$ cat src/rtl/alu_ser_pkg.sv
// Shared constants and FSM encoding for the ALU result serializer.
package alu_ser_pkg;

  localparam int unsigned DEF_DATA_WIDTH   = 8;
  localparam int unsigned DEF_RESULT_WIDTH = 16;
  localparam int unsigned DEF_FIFO_DEPTH   = 4;

  typedef enum logic [1:0] {
    IDLE    = 2'd0,
    SEND_LO = 2'd1,
    SEND_HI = 2'd2
  } ser_state_t;

endpackage

$ cat src/rtl/alu_result_serializer_if.sv
// ALU-result input and byte-transmit handshake bundle for the serializer.
interface alu_result_serializer_if
  import alu_ser_pkg::*;
#(
  parameter int unsigned DATA_WIDTH   = DEF_DATA_WIDTH,
  parameter int unsigned RESULT_WIDTH = DEF_RESULT_WIDTH
) ();

  logic [RESULT_WIDTH-1:0] ALU_OUT;
  logic                    Out_Valid;
  logic [DATA_WIDTH-1:0]   TX_DATA;
  logic                    TX_VALID;
  logic                    TX_READY;
  logic                    CLR_OVF;
  logic                    FIFO_FULL;
  logic                    OVERFLOW;

  // Serializer side.
  modport master (
    input  ALU_OUT, Out_Valid, TX_READY, CLR_OVF,
    output TX_DATA, TX_VALID, FIFO_FULL, OVERFLOW
  );

  // ALU / transmitter side.
  modport slave (
    output ALU_OUT, Out_Valid, TX_READY, CLR_OVF,
    input  TX_DATA, TX_VALID, FIFO_FULL, OVERFLOW
  );

endinterface

$ cat src/rtl/result_fifo.sv
// Single-clock result buffer with registered full/empty flags and occupancy count.
module result_fifo #(
  parameter  int unsigned WIDTH = 16,
  parameter  int unsigned DEPTH = 4,
  localparam int unsigned PTR_W = $clog2(DEPTH),
  localparam int unsigned CNT_W = $clog2(DEPTH) + 1
) (
  input  logic             CLK,
  input  logic             RST,
  input  logic             wr_en,
  input  logic [WIDTH-1:0] wr_data,
  input  logic             rd_en,
  output logic [WIDTH-1:0] rd_data,
  output logic             full,
  output logic             empty,
  output logic [CNT_W-1:0] count
);

  logic [WIDTH-1:0] mem [DEPTH];
  logic [PTR_W-1:0] wr_ptr;
  logic [PTR_W-1:0] rd_ptr;
  logic             wr_ok_c;
  logic             rd_ok_c;
  logic [CNT_W-1:0] count_nxt_c;

  // Writes into a full buffer are refused even if a read happens on the same edge.
  assign wr_ok_c     = wr_en && !full;
  assign rd_ok_c     = rd_en && !empty;
  assign count_nxt_c = count + CNT_W'(wr_ok_c) - CNT_W'(rd_ok_c);
  assign rd_data     = mem[rd_ptr];

  always_ff @(posedge CLK or negedge RST) begin
    if (!RST) begin
      wr_ptr <= '0;
      rd_ptr <= '0;
      count  <= '0;
      full   <= 1'b0;
      empty  <= 1'b1;
    end else begin
      if (wr_ok_c) wr_ptr <= wr_ptr + PTR_W'(1);
      if (rd_ok_c) rd_ptr <= rd_ptr + PTR_W'(1);
      count <= count_nxt_c;
      full  <= (count_nxt_c == CNT_W'(DEPTH));
      empty <= (count_nxt_c == CNT_W'(0));
    end
  end

  // Storage is left unreset; the pointers alone define what is valid.
  always_ff @(posedge CLK) begin
    if (wr_ok_c) mem[wr_ptr] <= wr_data;
  end

endmodule

$ cat src/rtl/alu_result_serializer.sv
// Buffers ALU results and streams each one out as two bytes, low byte first.
module alu_result_serializer
  import alu_ser_pkg::*;
#(
  parameter int unsigned DATA_WIDTH   = DEF_DATA_WIDTH,
  parameter int unsigned RESULT_WIDTH = DEF_RESULT_WIDTH,
  parameter int unsigned FIFO_DEPTH   = DEF_FIFO_DEPTH
) (
  input logic                     CLK,
  input logic                     RST,
  alu_result_serializer_if.master bus
);

  localparam int unsigned CNT_W = $clog2(FIFO_DEPTH) + 1;

  logic [RESULT_WIDTH-1:0] fifo_rd_data;
  logic                    fifo_full;
  logic                    fifo_empty;
  logic [CNT_W-1:0]        fifo_count;

  ser_state_t              state_q;
  logic [DATA_WIDTH-1:0]   tx_data_q;
  logic                    tx_valid_q;
  logic [DATA_WIDTH-1:0]   hold_hi_q;
  logic                    ovf_q;

  logic                    xfer_c;
  logic                    pop_c;
  logic                    drop_c;

  assign xfer_c = tx_valid_q && bus.TX_READY;
  assign pop_c  = !fifo_empty &&
                  ((state_q == IDLE) || ((state_q == SEND_HI) && xfer_c));
  assign drop_c = bus.Out_Valid && (fifo_count == CNT_W'(FIFO_DEPTH));

  result_fifo #(
    .WIDTH (RESULT_WIDTH),
    .DEPTH (FIFO_DEPTH)
  ) u_fifo (
    .CLK     (CLK),
    .RST     (RST),
    .wr_en   (bus.Out_Valid),
    .wr_data (bus.ALU_OUT),
    .rd_en   (pop_c),
    .rd_data (fifo_rd_data),
    .full    (fifo_full),
    .empty   (fifo_empty),
    .count   (fifo_count)
  );

  // Sticky drop flag; a drop on the clearing edge wins.
  always_ff @(posedge CLK or negedge RST) begin
    if (!RST)        ovf_q <= 1'b0;
    else if (drop_c) ovf_q <= 1'b1;
    else if (bus.CLR_OVF) ovf_q <= 1'b0;
  end

  // Byte sequencer; a popped word's upper byte waits in hold_hi_q.
  always_ff @(posedge CLK or negedge RST) begin
    if (!RST) begin
      state_q    <= IDLE;
      tx_data_q  <= '0;
      tx_valid_q <= 1'b0;
      hold_hi_q  <= '0;
    end else begin
      case (state_q)
        IDLE: begin
          if (pop_c) begin
            tx_data_q  <= fifo_rd_data[DATA_WIDTH-1:0];
            hold_hi_q  <= fifo_rd_data[RESULT_WIDTH-1:DATA_WIDTH];
            tx_valid_q <= 1'b1;
            state_q    <= SEND_LO;
          end else begin
            tx_valid_q <= 1'b0;
          end
        end
        SEND_LO: begin
          if (xfer_c) begin
            tx_data_q <= hold_hi_q;
            state_q   <= SEND_HI;
          end
        end
        SEND_HI: begin
          if (xfer_c) begin
            if (pop_c) begin
              tx_data_q <= fifo_rd_data[DATA_WIDTH-1:0];
              hold_hi_q <= fifo_rd_data[RESULT_WIDTH-1:DATA_WIDTH];
              state_q   <= SEND_LO;
            end else begin
              tx_valid_q <= 1'b0;
              state_q    <= IDLE;
            end
          end
        end
        default: begin
          tx_valid_q <= 1'b0;
          state_q    <= IDLE;
        end
      endcase
    end
  end

  assign bus.TX_DATA   = tx_data_q;
  assign bus.TX_VALID  = tx_valid_q;
  assign bus.FIFO_FULL = fifo_full;
  assign bus.OVERFLOW  = ovf_q;

endmodule

$ cat src/flat_wrapper.sv
// flat-port wrapper written by rule: the top's interface ports become plain ports
module alu_result_serializer_flat import alu_ser_pkg::*;
#(
  parameter int unsigned DATA_WIDTH   = DEF_DATA_WIDTH,
  parameter int unsigned RESULT_WIDTH = DEF_RESULT_WIDTH,
  parameter int unsigned FIFO_DEPTH   = DEF_FIFO_DEPTH
)
  (CLK, RST, bus_ALU_OUT, bus_Out_Valid, bus_TX_READY, bus_CLR_OVF, bus_TX_DATA, bus_TX_VALID, bus_FIFO_FULL, bus_OVERFLOW);
  alu_result_serializer_if #(.DATA_WIDTH(DATA_WIDTH), .RESULT_WIDTH(RESULT_WIDTH)) bus_i ();
  input logic CLK;
  input logic RST;
  input wire logic [$bits(bus_i.ALU_OUT)-1:0] bus_ALU_OUT;
  input wire logic [$bits(bus_i.Out_Valid)-1:0] bus_Out_Valid;
  input wire logic [$bits(bus_i.TX_READY)-1:0] bus_TX_READY;
  input wire logic [$bits(bus_i.CLR_OVF)-1:0] bus_CLR_OVF;
  output wire logic [$bits(bus_i.TX_DATA)-1:0] bus_TX_DATA;
  output wire logic [$bits(bus_i.TX_VALID)-1:0] bus_TX_VALID;
  output wire logic [$bits(bus_i.FIFO_FULL)-1:0] bus_FIFO_FULL;
  output wire logic [$bits(bus_i.OVERFLOW)-1:0] bus_OVERFLOW;
  assign bus_i.ALU_OUT = bus_ALU_OUT;
  assign bus_i.Out_Valid = bus_Out_Valid;
  assign bus_i.TX_READY = bus_TX_READY;
  assign bus_i.CLR_OVF = bus_CLR_OVF;
  assign bus_TX_DATA = bus_i.TX_DATA;
  assign bus_TX_VALID = bus_i.TX_VALID;
  assign bus_FIFO_FULL = bus_i.FIFO_FULL;
  assign bus_OVERFLOW = bus_i.OVERFLOW;
  alu_result_serializer #(.DATA_WIDTH(DATA_WIDTH), .RESULT_WIDTH(RESULT_WIDTH), .FIFO_DEPTH(FIFO_DEPTH)) u_core (.CLK(CLK), .RST(RST), .bus(bus_i));
endmodule
$ cat config.mk
export PLATFORM = sky130hd
export DESIGN_NAME = alu_result_serializer_flat
export DESIGN_NICKNAME = d
export VERILOG_FILES = /design/src/rtl/alu_ser_pkg.sv /design/src/rtl/alu_result_serializer_if.sv /design/src/rtl/result_fifo.sv /design/src/rtl/alu_result_serializer.sv /design/src/flat_wrapper.sv
export SDC_FILE = /design/constraint.sdc
export NUM_CORES = 1
export LEC_CHECK = 0
export ABC_AREA = 0
export CORE_UTILIZATION = 54
export CTS_BUF_LIST = sky130_fd_sc_hd__clkbuf_8
export DETAILED_ROUTE_END_ITERATION = 8
export PLACE_DENSITY = 0.78
export REMOVE_ABC_BUFFERS = 1
export SLEW_MARGIN = 20
export SYNTH_ARGS = -nofsm -noshare
export SYNTH_HDL_FRONTEND = slang
export SYNTH_HIERARCHICAL = 1
export SYNTH_SLANG_ARGS = --single-unit
$ cat constraint.sdc
create_clock -name CLK -period 2.45 [get_ports CLK]
set_input_delay 0.735 -clock CLK [delete_from_list [all_inputs] [get_ports CLK]]
set_output_delay 0.735 -clock CLK [all_outputs]
set_load 0.02 [all_outputs]
# Yosys cells after proc, flatten, opt, wreduce, memory -nomap -nowiden
# Memory sizes are Yosys's and may differ from the RTL's.
# Cells that the tools add are included.
dict set report op_classes {
  add_sub_neg 4
  n_eq_ne 8
  n_mux 20
  n_bitwise 1
  reduce_logical 18
}
# op count
set ops {}
lappend ops {{8-bit 2-to-1 mux} 5}
lappend ops {{8-bit one-hot mux with 3 select lines} 1}
lappend ops {{8-bit one-hot mux with 2 select lines} 1}
lappend ops {{3-bit AND reduction} 3}
lappend ops {{1-bit 2-to-1 mux} 8}
lappend ops {{3-bit == test, second input constant} 2}
lappend ops {{1-bit logical AND} 6}
lappend ops {{2-bit 2-to-1 mux} 3}
lappend ops {{2-bit one-hot mux with 3 select lines} 1}
lappend ops {{2-bit by 1-bit adder with 2-bit output, second input constant} 2}
lappend ops {{2-bit by 1-bit != test with 1-bit output, second input constant} 2}
lappend ops {{2-bit != test, second input constant} 2}
lappend ops {{2-bit nonzero test} 2}
lappend ops {{3-bit by 1-bit adder with 3-bit output} 1}
lappend ops {{3-bit zero test} 1}
lappend ops {{1-bit one-hot mux with 3 select lines} 1}
lappend ops {{3-bit nonzero test} 1}
lappend ops {{3-bit by 1-bit subtractor with 3-bit output} 1}
lappend ops {{2-bit by 1-bit == test with 1-bit output, second input constant} 1}
lappend ops {{2-bit == test, second input constant} 1}
lappend ops {{1-bit zero test} 2}
lappend ops {{2-bit zero test} 1}
lappend ops {{2-bit AND reduction} 1}
lappend ops {{1-bit logical OR} 1}
lappend ops {{1-bit NOT} 1}
dict set report totals {
  ff_bits 29
  ramBits 64
  out_inout_bits 11
  mem_count 1
}
# memory depth word_bits read_ports rd_clocked_by_memory_dff wr line_no
set memory_table {}
lappend memory_table {u_core.u_fifo.mem 4 16 1 0 1 result_fifo.sv:19} ;# logic [WIDTH-1:0] mem [DEPTH];

# Longest topological paths before layout
dict set report depth {
  depth_word 7
  ltp_mapped 10
  ltp_nobuf 10
}

# Modules after synthesis
# The synthesis kept the hierarchy.
# mod instances cells_per_inst area_each_um2 seq_area_each_um2
set by_module_without_submodules {}
lappend by_module_without_submodules {result_fifo 1 120 2816.5 2148.3}
lappend by_module_without_submodules {alu_result_serializer 1 64 973.4 500.5}

# Least setup slack after synthesis
# Ideal clock, no wire load.
dict set report synth_path {
  kind {in2reg}
  from {input port bus_TX_READY}
  to {register u_core.u_fifo.full}
  t_arrival_ns 2.705
  path_slack_ns -0.343
  stages 10
  n_path_buf 0
  cell_sequence {a21boi_4 nor3_4 nor2b_1 ha_1 inv_1 ha_1 inv_1 fa_1 xor3_1 nor3b_1}
}
dict set report synth_via {
  elab_chain_len 7
}
# item line_no
set synth_lines {}
lappend synth_lines {{start: declaration} flat_wrapper.sv:14} ;# input wire logic [$bits(bus_i.TX_READY)-1:0] bus_TX_READY;
lappend synth_lines {{1-bit logical AND} alu_result_serializer.sv:31} ;# assign xfer_c = tx_valid_q && bus.TX_READY;
lappend synth_lines {{1-bit logical AND} alu_result_serializer.sv:33} ;# ((state_q == IDLE) || ((state_q == SEND_HI) && xfer_c));
lappend synth_lines {{1-bit logical OR} alu_result_serializer.sv:33}
lappend synth_lines {{1-bit logical AND} alu_result_serializer.sv:32} ;# assign pop_c = !fifo_empty &&
lappend synth_lines {{via u_core.pop_c} alu_result_serializer.sv:28} ;# logic pop_c;
lappend synth_lines {{1-bit logical AND} result_fifo.sv:28} ;# assign rd_ok_c = rd_en && !empty;
lappend synth_lines {{via u_core.u_fifo.rd_ok_c} result_fifo.sv:23} ;# logic rd_ok_c;
lappend synth_lines {{3-bit by 1-bit subtractor with 3-bit output} result_fifo.sv:29} ;# assign count_nxt_c = count + CNT_W'(wr_ok_c) - CNT_W'(rd_ok_c);
lappend synth_lines {{via u_core.u_fifo.count_nxt_c[2]} result_fifo.sv:24} ;# logic [CNT_W-1:0] count_nxt_c;
lappend synth_lines {{3-bit == test} result_fifo.sv:43} ;# full <= (count_nxt_c == CNT_W'(DEPTH));
lappend synth_lines {{end signal: assignment} result_fifo.sv:43}
lappend synth_lines {{end: declaration} result_fifo.sv:14} ;# output logic full,
# The timed path passes the listed nets, and every way through them passes these cells.
# A chain may end at the register's enable or synchronous reset.

# Worst setup path after layout
# Same ends and word-level chain as after synthesis.

==> out/qor.txt <==
status = completed
number of buffers added on ports = 31
initial antenna violation count = 0
final worst-path cycle share = 93.3%
CP Launch Point = bus_TX_READY
most frequent cells in the layout = 64 x edfxtp_1, 29 x clkdlybuf4s50_1, 28 x dfrtp_1, 16 x mux2_2, 12 x buf_4
Crit path largest cell delay = 330 ps
Overflow after GRT = 0
Worst R2R Start = u_core/u_fifo/empty$_DFF_PN1_
nets = 264
CTS root buf = clkbuf_8
WL final = 6100 um
row count = 30
Clock Latency Late Sink = 350 ps
global-route wire length before repair = 9680 um
die height = 85.8 um
vias in the first global route = 1,887
cell area after layout = 4560 sq um
DRT Pass-1 Iters = 4
clk_skew = 8.77 ps
kind of critical path = in -> reg
Final ANT Viol Nets = 0
final setup fails = 0
max_cap viols = 0
Top FF cell, synth = edfxtp_1
die area = 7360 sq um
share of cells above drive strength 1 = 31.1%
# IOs = 32
CTS tree = done
Initial DRC Count = 86
Multi-input gate area = 1070 sq um
Slew HR = 59.7%
R2R cell count = 9
placed insts = 321
maximum fanout along the worst path = 3
worst slew pin tran = 604 ps
n_diodes = 0
# fillers = 459
Yosys warnings = 6
cts bufs inserted = 9
Die W = 85.8 um
routability-driven placement congestion ratio = 0.755
Worst-path clk slew = 80 ps
DRC = 0
detailed placement HPWL = 3830 um
fin util = 67.2%
largest net degree at the start of global routing = 30
RSZ-0062 raised after global routing = false
CP Capture Type = flop
critical path depth in cells = 11
Worst Path Buf+Inv = 3
HP Start = u_core/u_fifo/count[0]$_DFF_PN0_
wire per inst = 18.1 um
setup slack, reg-to-reg = 210 ps
reg2reg end = u_core/u_fifo/full$_DFF_PN0_
final hold vios = 0
worst setup margin = 163 ps
post-synthesis cell type count = 32
worst setup path endpoint = u_core/u_fifo/full$_DFF_PN0_
Place WS = -839 ps
Top delay family on crit path = adder cells
Global Route Usage Sum = 18.6%
Starting Density = 55.8%
Final min period = 2290 ps
Longest Clk Path Bufs = 2
Area Overhead vs Synth = 20.4%
H-tree depth = 3
Avg Cell Area, Syn = 20.6 sq um
peak supply drop = 418 uV
sequential share of the synthesized area = 69.9%
register area = 2650 sq um
cells along the critical path = clkbuf_2 > a21boi_4 > nor3_4 > nor2b_4 > ha_1 > inv_1 > ha_1 > inv_1 > fa_2 > xor3_1 > nor3b_2
register bit total from synthesis = 93
DR vias = 1,788
Hold Crit Class = reg -> reg
PwrDens = 823 nW/um^2
final count of pins violating max slew = 0
Synth Cell Area = 3790 sq um
Req. time, crit path = 2690 ps
DP Area = 4330 sq um
Slowest cell on crit path = fa_2
Sink Count = 93
ys async rst share = 31.2%
Critical Path AT = 2530 ps
hold-critical path depth = 1
synthesized instance count = 184
most common cell after layout, fill and taps aside = edfxtp_1
Non-Filler Instances = 337
FMAX = 0.437 GHz
Core Area = 6790 sq um
Post-synth EDFFs = 64
Static Leakage = 1.78 nW
crit path launch type = input pin
Via density = 5.31
[state kept, by name, indices dropped and copies added, names as in the netlist]
name                  cells
u_core/hold_hi_q          8
u_core/u_fifo/mem        64
u_core/u_fifo/empty       1
u_core/u_fifo/full        1
u_core/u_fifo/wr_ptr      2
u_core/bus.TX_DATA        8
u_core/bus.TX_VALID       1
u_core/u_fifo/rd_ptr      2
u_core/bus.OVERFLOW       1
u_core/state_q            2
u_core/u_fifo/count       3
[routing by layer]
metal | track usage (%) | up-vias | wire, um
met1 | 23.3 | 931 | 2620
met2 | 31.8 | 28 | 3200
met4 | 8.18 | 0 | 78
met3 | 3.95 | 8 | 192
li1 | - | 821 | -
met5 | 0 | - | 0
[synth_stat cells, types with 3 or more instances]
cell type,n,area (sq um)
mux2_4,9,135
buf_6,3,33.8
mux2_2,16,180
mux4_2,8,180
and2_1,4,25.0
nand2_1,4,15.0
ha_1,6,75.1
inv_1,9,33.8
dfrtp_1,28,701
mux4_1,8,210
edfxtp_1,64,1920
[through the flow]
stage	setup TNS [ps]	hold slack, ps	power (W)
2_1_floorplan	-849	439	0.00239
6_report	0	508	0.00376
3_5_place_dp	-2690	496	0.00268
4_1_cts	0	515	0.00377
5_1_grt	0	528	0.00392
3_3_place_gp	-2220	485	0.00265
[power breakdown]
| group | internal (W) | leakage [nW] | switching [W] |
|---|---|---|---|
| logic | 0.000310 | 0.703 | 0.000315 |
| registers | 0.00196 | 0.965 | 0.0000939 |
| clock network | 0.000571 | 0.108 | 0.000501 |
[cell type report]
type,instances,share of cell area (%)
well taps,96,2.63
multi-input cells,76,23.5
inverters,9,0.740
clock inverters,7,2.00
flip-flops and latches,93,58.0
repair buffers,47,10.4
clock buffers,9,2.71
[cell families after synthesis]
kind of cell               share of synthesized area, %
DFF                                                69.9
muxes                                              18.6
and+or+nand+nor                                    3.07
buffers and inverters                              2.58
AOI/OAI and AO/OA                                  2.01
adders and majority gates                          2.51
xor gates and xnor gates                           1.32
[worst reg2reg max path, stage by stage, from the launching register on]
cell,delay [ps]
dfstp_2,660
nor3_4,70
nor2b_4,130
ha_1,280
inv_1,60
ha_1,140
inv_1,50
fa_2,330
xor3_1,240
nor3b_2,180
[worst min path at each step]
stage                                             end  slack, ps
floorplan             u_core/bus.OVERFLOW$_DFFE_PN0P_        440
global placement      u_core/bus.OVERFLOW$_DFFE_PN0P_        490
detailed placement  u_core/bus.TX_DATA[4]$_DFFE_PN0P_        500
CTS                 u_core/bus.TX_DATA[4]$_DFFE_PN0P_        520
global route        u_core/bus.TX_DATA[7]$_DFFE_PN0P_        530
finish                u_core/bus.OVERFLOW$_DFFE_PN0P_        510
[repair_timing]
action	in CTS	in global routing
resized for setup	8	4
endpoints found under the setup margin	4	2
pin swaps	1	1
setup buffers	0	0
hold buffers	0	0
No activity file was read; power rests on OpenSTA's default activity.
